$ cat src/rtl/serial_subtractor.sv
// ---------------------------------------------------------------------------
// serial_subtractor
//   Bit-serial subtractor: computes a - b - bin one bit per clock, LSB first,
//   through a single 1-bit full-subtract stage and a 1-bit borrow register.
//
// Parameters
//   WIDTH   operand/result width in bits (1..32)
//
// Ports
//   clk     system clock, rising-edge active
//   rst     asynchronous active-high reset
//   start   begin a subtraction (only looked at while idle)
//   a, b    minuend / subtrahend, captured on the accepting edge
//   bin     borrow-in, captured on the accepting edge
//   busy    high while an operation is in progress (SHIFT and DONE)
//   done    one-cycle pulse, diff/borrow valid
//   diff    a - b - bin modulo 2^WIDTH, held until the next start is accepted
//   borrow  borrow-out of the full WIDTH-bit subtraction
// ---------------------------------------------------------------------------
`timescale 1ns/1ps
module serial_subtractor #(
   parameter int WIDTH = 8
) (
   input  logic             clk,
   input  logic             rst,
   input  logic             start,
   input  logic [WIDTH-1:0] a,
   input  logic [WIDTH-1:0] b,
   input  logic             bin,
   output logic             busy,
   output logic             done,
   output logic [WIDTH-1:0] diff,
   output logic             borrow
);

   // One extra counter bit keeps WIDTH=1 legal (a zero-width counter otherwise).
   localparam int            CW       = $clog2(WIDTH) + 1;
   localparam logic [CW-1:0] LAST_BIT = CW'(WIDTH - 1);

   typedef enum logic [1:0] {
      IDLE  = 2'b00,
      SHIFT = 2'b01,
      DONE  = 2'b10
   } state_t;

   state_t           r_state;
   state_t           w_state_next;
   logic [WIDTH-1:0] r_a;
   logic [WIDTH-1:0] r_b;
   logic             r_br;
   logic [CW-1:0]    r_cnt;
   logic [WIDTH-1:0] r_diff;
   logic             r_borrow;
   logic             r_busy;
   logic             r_done;

   logic             w_load;
   logic             w_shift;
   logic             w_last;
   logic             w_d;
   logic             w_br_next;
   logic [WIDTH-1:0] w_diff_next;

   // Full-subtract stage on the current LSBs of the operand shift registers.
   assign w_d       = r_a[0] ^ r_b[0] ^ r_br;
   assign w_br_next = (~r_a[0] & r_b[0]) | (~(r_a[0] ^ r_b[0]) & r_br);
   assign w_last    = (r_cnt == LAST_BIT);

   // Result enters at the MSB so that after WIDTH shifts bit 0 sits at the LSB.
   always_comb begin
      w_diff_next            = r_diff >> 1;
      w_diff_next[WIDTH-1]   = w_d;
   end

   always_comb begin
      w_state_next = r_state;
      w_load       = 1'b0;
      w_shift      = 1'b0;
      case (r_state)
         IDLE: begin
            if (start) begin
               w_load       = 1'b1;
               w_state_next = SHIFT;
            end
         end
         SHIFT: begin
            w_shift = 1'b1;
            if (w_last) begin
               w_state_next = DONE;
            end
         end
         DONE: begin
            w_state_next = IDLE;
         end
         default: begin
            w_state_next = IDLE;
         end
      endcase
   end

   always_ff @(posedge clk or posedge rst) begin
      if (rst) begin
         r_state  <= IDLE;
         r_a      <= '0;
         r_b      <= '0;
         r_br     <= 1'b0;
         r_cnt    <= '0;
         r_diff   <= '0;
         r_borrow <= 1'b0;
         r_busy   <= 1'b0;
         r_done   <= 1'b0;
      end else begin
         r_state <= w_state_next;
         // busy/done registered from the next state so they track r_state exactly.
         r_busy  <= (w_state_next != IDLE);
         r_done  <= (w_state_next == DONE);
         if (w_load) begin
            r_a   <= a;
            r_b   <= b;
            r_br  <= bin;
            r_cnt <= '0;
         end
         if (w_shift) begin
            r_a    <= r_a >> 1;
            r_b    <= r_b >> 1;
            r_br   <= w_br_next;
            r_cnt  <= r_cnt + CW'(1);
            r_diff <= w_diff_next;
            if (w_last) begin
               r_borrow <= w_br_next;
            end
         end
      end
   end

   assign busy   = r_busy;
   assign done   = r_done;
   assign diff   = r_diff;
   assign borrow = r_borrow;

endmodule

$ cat config.mk
export PLATFORM = sky130hd
export DESIGN_NAME = serial_subtractor
export DESIGN_NICKNAME = d
export VERILOG_FILES = /design/src/rtl/serial_subtractor.sv
export SDC_FILE = /design/constraint.sdc
export NUM_CORES = 1
export LEC_CHECK = 0
export ABC_AREA = 1
export BUFFER_PORTS_ARGS = -buffer_cell sky130_fd_sc_hd__buf_2
export CAP_MARGIN = 20
export CORE_MARGIN = 2
export CORE_UTILIZATION = 46
export CTS_CLUSTER_SIZE = 24
export DETAILED_ROUTE_END_ITERATION = 16
export PLACE_DENSITY = 0.69
export SETUP_SLACK_MARGIN = 0.1
export SYNTH_ARGS = -nofsm -noshare
export SYNTH_HDL_FRONTEND = slang
export SYNTH_SLANG_ARGS = --single-unit
$ cat constraint.sdc
create_clock -name clk -period 1.2 [get_ports clk]
set_input_delay 0.24 -clock clk [delete_from_list [all_inputs] [get_ports clk]]
set_output_delay 0.24 -clock clk [all_outputs]
set_load 0.02 [all_outputs]
==> impl_metrics.py, run 1 <==
metrics = {
    "status": {
        "status": "complete, no violations",
    },
    "timing": {
        "finClkSkew_ps": 7.025,
        "worst_slew_pin_slew_ps": 212.7,
        "fin_setup_tns_ps": 0,
        "relSlewSlack_pct": 85.82,
        "period_needed_ps": 1186,
        "rsz0062_at_grt": "true",
        "drv_slew": 0,
        "finalHoldViolCount": 0,
        "min_period_over_period_pct": 98.84,
        "finalSetupViolations": 0,
        "max_freq_mhz": 843.1,
    },
    "cells_and_area": {
        "n_fill_cell": 213,
        "fin_area_mm2": 0.002295,
        "multi_input_comb_area_um2": 807.0,
        "drive_above_1_share_pct": 49.10,
        "final-seq-area_um2": 852.1,
        "final_nets": 243,
        "diodes": 0,
        "syn_to_final_growth_pct": 53.47,
    },
    "worst_hold_path": {
        "hold_start": "b[0]",
        "min_path_type": "in -> reg",
    },
    "place": {
        "place.gp.congestion": 0.7534,
        "dpl_cell_area_mm2": 0.001703,
        "hpwl_mm": 1.945,
        "portBuffers": 30,
    },
    "setup_path": {
        "worstSetupStartpointType": "flop",
        "startpoint": "r_state[1]$_DFF_PP0_",
        "r2r_slack_ps": 10,
        "critPathMaxStageDelay_ps": 420,
        "arrival_ps": 1470,
        "cp_slowest_cell": "dfrtp_1",
        "cp-end-kind": "flop",
        "required_ps": 1480,
        "r2r-start": "r_state[1]$_DFF_PP0_",
        "r2r_end": "r_b[6]$_DFFE_PP0P_",
        "path_class": "reg -> reg",
        "r2r_cells": 6,
        "cp-endpoint": "r_b[6]$_DFFE_PP0P_",
        "path_cells": "inv_4, nand2_8, nor2_4, clkbuf_16, nand2_4, nand3_2",
        "crit_fanout": 8,
    },
    "floorplan": {
        "io-pin-count": 31,
        "die_h_um": 61.01,
        "die_x_um": 61.01,
        "dieArea_mm2": 0.003722,
        "start_util_pct": 48.58,
        "rows": 20,
        "core_area_mm2": 0.003078,
    },
    "yosys": {
        "ys_seq_elements": 34,
        "syn_area_mm2": 0.001495,
        "yosysWarnings": 0,
        "syn_inst": 170,
        "avgSynthCellArea_um2": 8.795,
        "synth.distinct_cells": 18,
        "synth_nets": 192,
        "seq_area_frac_synth_pct": 56.90,
    },
    "detailed_routing": {
        "drc": 0,
        "wl_mm": 3.684,
        "drtIter0Drc": 65,
        "antenna_left": 0,
        "via_per_inst": 5.128,
        "first_pass_iters": 4,
        "vias": 1364,
        "wl_per_cell_um": 13.85,
    },
    "global_routing": {
        "grt_max_degree": 35,
        "grt_usage_pct": 21.11,
        "antenna_found_initial": 0,
        "grt_pass1_wl_mm": 5.582,
        "grt-ovfl-total": 0,
        "grt_pass1_vias": 1196,
    },
    "power_and_ir_drop": {
        "peakVddDrop_mv": 1.247,
        "p_leak_nw": 1.309,
        "power_density_mw_per_mm2": 2638,
        "p_total_w": 0.006054,
    },
    "cts": {
        "cts_sinks": 34,
        "clockBufferDepth": 2,
        "cts_buffers": 5,
        "root_buffer": "clkbuf_4",
        "clk_latency_ps": 340,
        "clkSlewWorstSetupHoldPaths_ps": 110,
        "cts.htree.levels": 2,
        "cts_tree": "yes",
    },
    "run": {
        "maxCapViolCount": 0,
    },
}
-- where the power goes --
group / switching [W] / total [W] / internal (W) / leakage, nW
sequential: 0.000377 / 0.00201 / 0.00163 / 0.434
clock: 0.000390 / 0.000821 / 0.000431 / 0.0450
combinational: 0.00176 / 0.00322 / 0.00147 / 0.831
total: 0.00252 / 0.00605 / 0.00353 / 1.31
-- area by class of cell --
cell class                      count  share of cell area (%)
Timing Repair Buffer               51                   19.25
Multi-Input combinational cell    120                   35.17
Tap cell                           44                   2.399
Sequential cell                    34                   37.13
Timing Repair inverter              1                  0.7088
Clock inverter                      3                   1.745
Inverter                            8                   1.963
Clock buffer                        5                   1.636
-- worst min-delay path by stage --
stage	slack, ps	depth (start not counted)	end
after global routing	90	3	r_a[3]$_DFFE_PP0P_
after global placement	290	3	diff[5]$_DFFE_PP0P_
after CTS	80	3	r_a[7]$_DFFE_PP0P_
after detailed placement	300	3	r_b[5]$_DFFE_PP0P_
final	110	3	r_b[0]$_DFFE_PP0P_
after floorplan	350	2	r_a[7]$_DFFE_PP0P_
-- critical path, delay by kind of cell, from the launching register on --
| kind | cells | cell delay [ps] |
|---|---|---|
| AND/OR/NAND/NOR | 4 | 360 |
| buffers and inverters | 2 | 340 |
| flip-flops | 1 | 420 |
-- cell usage after synthesis, drive strengths merged --
cell type,number,share of area [%]
a21oi,1,0.33
buf,8,4.2
clkinv,1,0.59
dfrtp,34,57
fa,1,1.3
ha,1,0.84
inv,7,1.8
nand2,72,18
nand3,38,13
nand4,1,0.42
nor2,4,1.5
o21ai,2,0.67
-- registers in the layout (all words and copies together) (netlist names) --
signal	cells
r_state	2
borrow	1
r_a	8
diff	8
busy	1
r_b	8
r_br	1
done	1
r_cnt	4
-- layer usage --
metal,wire [um],vias up,track usage [%]
li1,-,648,-
met1,1481,661,28.67
met2,1897,44,31.49
met3,216,11,6.303
met4,89,0,9.627
met5,0,-,0
-- cells by family (layout without fill, tap and decap cells) --
logic type                 Yosys count  in the layout  synth area share [%]
adders and majority gates            2              2                 2.176
DFF                                 34             34                 56.90
AOI/OAI and AO/OA                    3              3                 1.004
and+or+nand+nor                    115            115                 33.39
buffers and inverters               16             68                 6.526
-- repair_timing --
| action | in CTS | in global routing |
|---|---|---|
| setup endpoints to repair | 39 | 36 |
| pin swaps | 3 | 9 |
| hold endpoints to repair | 34 | 0 |
| gates resized for setup | 28 | 64 |
| gates cloned | 0 | 2 |
| hold buffers | 1 | 0 |
| buffers inserted | 9 | 5 |
-- layout by cell type (no fill, tap or decap), drive strengths merged --
master	netlist	layout
bufinv	0	1
ha	1	1
a21oi	1	1
nor2	4	4
nand2	72	72
nand4	1	1
fa	1	1
clkinv	1	4
o21ai	2	2
inv	7	7
dfrtp	34	34
clkbuf	0	6
buf	8	49
nand3	38	38
dlygate4sd3	0	1
-- per-stage QoR --
stage                     util, %  hold slack, ps  setup WS, ps  std cells
final                       74.55           107.7         13.91        266
after global routing        74.55           93.67        -27.72        266
after CTS                   63.78           80.33         37.93        259
after detailed placement    55.33           297.0         35.26        241
after global placement      55.33           290.6         54.46        241
after floorplan                 -           349.6         104.5        170
No activity file was read; power rests on OpenSTA's default activity.
==> run 2, diff against run 1 <==
--- a/config.mk
+++ b/config.mk
@@ -8,7 +8,7 @@
 export ABC_AREA = 1
 export BUFFER_PORTS_ARGS = -buffer_cell sky130_fd_sc_hd__buf_2
 export CAP_MARGIN = 20
-export CORE_MARGIN = 2
+export CORE_MARGIN = 1
 export CORE_UTILIZATION = 46
 export CTS_CLUSTER_SIZE = 24
 export DETAILED_ROUTE_END_ITERATION = 16
==> constraint.sdc (replaced) <==
create_clock -name clk -period 1.3 [get_ports clk]
set_input_delay 0.26 -clock clk [delete_from_list [all_inputs] [get_ports clk]]
set_output_delay 0.26 -clock clk [all_outputs]
set_load 0.02 [all_outputs]
==> run 2 against run 1 <==
Net effect: the run now ends with negative hold slack left; largest cell class unchanged; flip-flop and latch count did not move; clock-buffer cell count rose by 2; power fell by 27%; register-to-register slack improved by 110 ps; sequential share of layout area rose by 9.7 points; via count fell by 11%; clock power fell by 35%.
==> impl_metrics.py, run 2 (synthesized netlist as in run 1, its figures left out) <==
metrics = {
    "timing": {
        "finClkSkew_ps": 8.333,
        "finalSetupViolations": 0,
        "fin_setup_tns_ps": 0,
        "period_needed_ps": 1178,
        "drv_slew": 0,
        "max_freq_mhz": 848.9,
        "worst_slew_pin_slew_ps": 429.1,
        "relSlewSlack_pct": 71.39,
        "min_period_over_period_pct": 90.61,
        "whs_ps": -3.998,
        "finalHoldViolCount": 1,
        "rsz0062_at_grt": "true",
    },
    "power_and_ir_drop": {
        "p_leak_nw": 0.9753,
        "power_frac_seq_pct": 41.3,
        "clkPwrFrac_pct": 12.1,
        "p_int_w": 0.002533,
        "p_sw_share_pct": 42.33,
        "power_density_mw_per_mm2": 2416,
        "power.share.combinational_pct": 46.6,
        "peakVddDrop_mv": 0.9516,
        "p_sw_w": 0.001859,
    },
    "status": {
        "status": "finished with violations",
        "violations": "negative hold slack",
    },
    "cells_and_area": {
        "mostFrequentLayoutCell": "nand2_1",
        "final_nets": 232,
        "final_cell_mix": "70 x nand2_1, 37 x nand3_1, 34 x dfrtp_1",
        "n_fill_cell": 288,
        "fin_area_mm2": 0.001818,
        "final_cells": 254,
        "syn_to_final_growth_pct": 21.59,
        "drive_above_1_share_pct": 25.71,
        "diodes": 0,
    },
    "setup_path": {
        "r2r-start": "r_state[1]$_DFF_PP0_",
        "crit_fanout": 3,
        "arrival_ps": 920,
        "r2r_slack_ps": 120,
        "critPathMaxStageDelay_ps": 420,
        "r2r_cells": 6,
        "cp-end-kind": "primary output",
        "worstSetupStartpointType": "flop",
        "cp_slowest_cell": "dfrtp_1",
        "r2r_end": "r_state[0]$_DFF_PP0_",
        "crit_buf_inv": 1,
        "required_ps": 1040,
        "path_cells": "buf_2",
        "critical_path.top_delay_family": "flip-flops",
        "path_class": "reg -> out",
    },
    "place": {
        "dp.cells": 240,
        "dpl_cell_area_mm2": 0.001668,
        "hpwl_mm": 1.942,
        "portBuffers": 30,
        "place.gp.congestion": 0.7738,
    },
    "cts": {
        "cts.htree.levels": 2,
        "cts_buffers": 5,
        "cts_sinks": 34,
        "root_buffer": "clkbuf_4",
        "cts_tree": "yes",
        "clk_latency_ps": 330,
        "clkSlewWorstSetupHoldPaths_ps": 100,
        "clockBufferDepth": 2,
        "ctsHoldBuffers": 0,
    },
    "detailed_routing": {
        "wl_met2_mm": 1.423,
        "wl_met1_mm": 1.405,
        "via_per_inst": 4.795,
        "first_pass_iters": 4,
        "top_layer_used": "met4",
        "wl_met3_um": 129,
        "antenna_left": 0,
        "vias": 1218,
        "wl_mm": 3.022,
        "wl_per_cell_um": 11.90,
        "drtIter0Drc": 78,
        "drc": 0,
    },
    "global_routing": {
        "grt_pass1_vias": 1126,
        "grt-ovfl-total": 0,
        "grt_usage_pct": 19.17,
        "antenna_found_initial": 0,
        "grt_pass1_wl_mm": 4.850,
        "grt_max_degree": 35,
    },
    "floorplan": {
        "die_h_um": 59.01,
        "start_util_pct": 48.58,
        "core_area_mm2": 0.003078,
        "rows": 20,
        "die_x_um": 59.01,
        "dieArea_mm2": 0.003482,
        "io-pin-count": 31,
    },
    "worst_hold_path": {
        "min_path_type": "in -> async",
    },
    "run": {
        "maxCapViolCount": 0,
    },
}
==> run 2: cell type report <==
type	count	area [um2]	area share, %
Clock buffer	7	45.04	2.478
Inverter	8	42.54	2.340
Multi-Input combinational cell	120	556.8	30.63
Sequential cell	34	850.8	46.80
Tap cell	44	55.05	3.028
Timing Repair Buffer	41	267.8	14.73
==> run 2: through the flow <==
step           power (W)  util [%]  setup WS (ps)  hold WS [ps]
2_1_floorplan   0.003198         -          173.7         369.6
3_3_place_gp    0.003515     54.19          118.8         366.3
3_5_place_dp    0.003582     54.19          42.08         376.9
4_1_cts         0.004207     56.46          124.0         12.22
5_1_grt         0.004749     59.07          38.51         30.19
6_report        0.004391     59.07          122.0        -3.998
==> run 2: worst max-delay path by stage <==
stage | depth (start not counted) | endpoint | slack [ps] | startpoint
after detailed placement | 6 | borrow$_DFFE_PP0P_ | 40 | r_cnt[0]$_DFFE_PP0P_
final | 1 | diff[6] | 120 | diff[6]$_DFFE_PP0P_
after global routing | 6 | r_state[0]$_DFF_PP0_ | 40 | r_state[1]$_DFF_PP0_
after global placement | 6 | borrow$_DFFE_PP0P_ | 120 | r_cnt[0]$_DFFE_PP0P_
after CTS | 1 | diff[7] | 120 | diff[7]$_DFFE_PP0P_
after floorplan | 6 | r_br$_DFFE_PP0P_ | 170 | r_a[0]$_DFFE_PP0P_
==> run 2: power groups by stage <==
stage          clock (W)  combinational (W)  sequential [W]
5_1_grt         0.000585            0.00230         0.00187
4_1_cts         0.000550            0.00185         0.00181
3_5_place_dp           0            0.00175         0.00183
3_3_place_gp           0            0.00170         0.00181
6_report        0.000530            0.00205         0.00181
2_1_floorplan          0            0.00125         0.00195
==> run 2: layer usage <==
| layer | GRT usage (%) | vias to the layer above |
|---|---|---|
| met3 | 4.585 | 8 |
| met4 | 10.20 | 0 |
| met1 | 25.43 | 559 |
| li1 | - | 619 |
| met5 | 0 | - |
| met2 | 29.22 | 32 |
==> run 2: what timing repair did <==
| action | CTS | global route |
|---|---|---|
| endpoints found under the setup margin | 3 | 22 |
| hold endpoints to repair | 0 | 0 |
| pin swaps | 0 | 1 |
| resized for setup | 4 | 7 |
| buffers inserted | 1 | 6 |
==> run 2: worst reg2reg max path, delay by kind of cell (launching register included) <==
family | cells | cell delay (ps)
DFF | 1 | 350
buffers and inverters | 3 | 360
and+or+nand+nor | 3 | 370
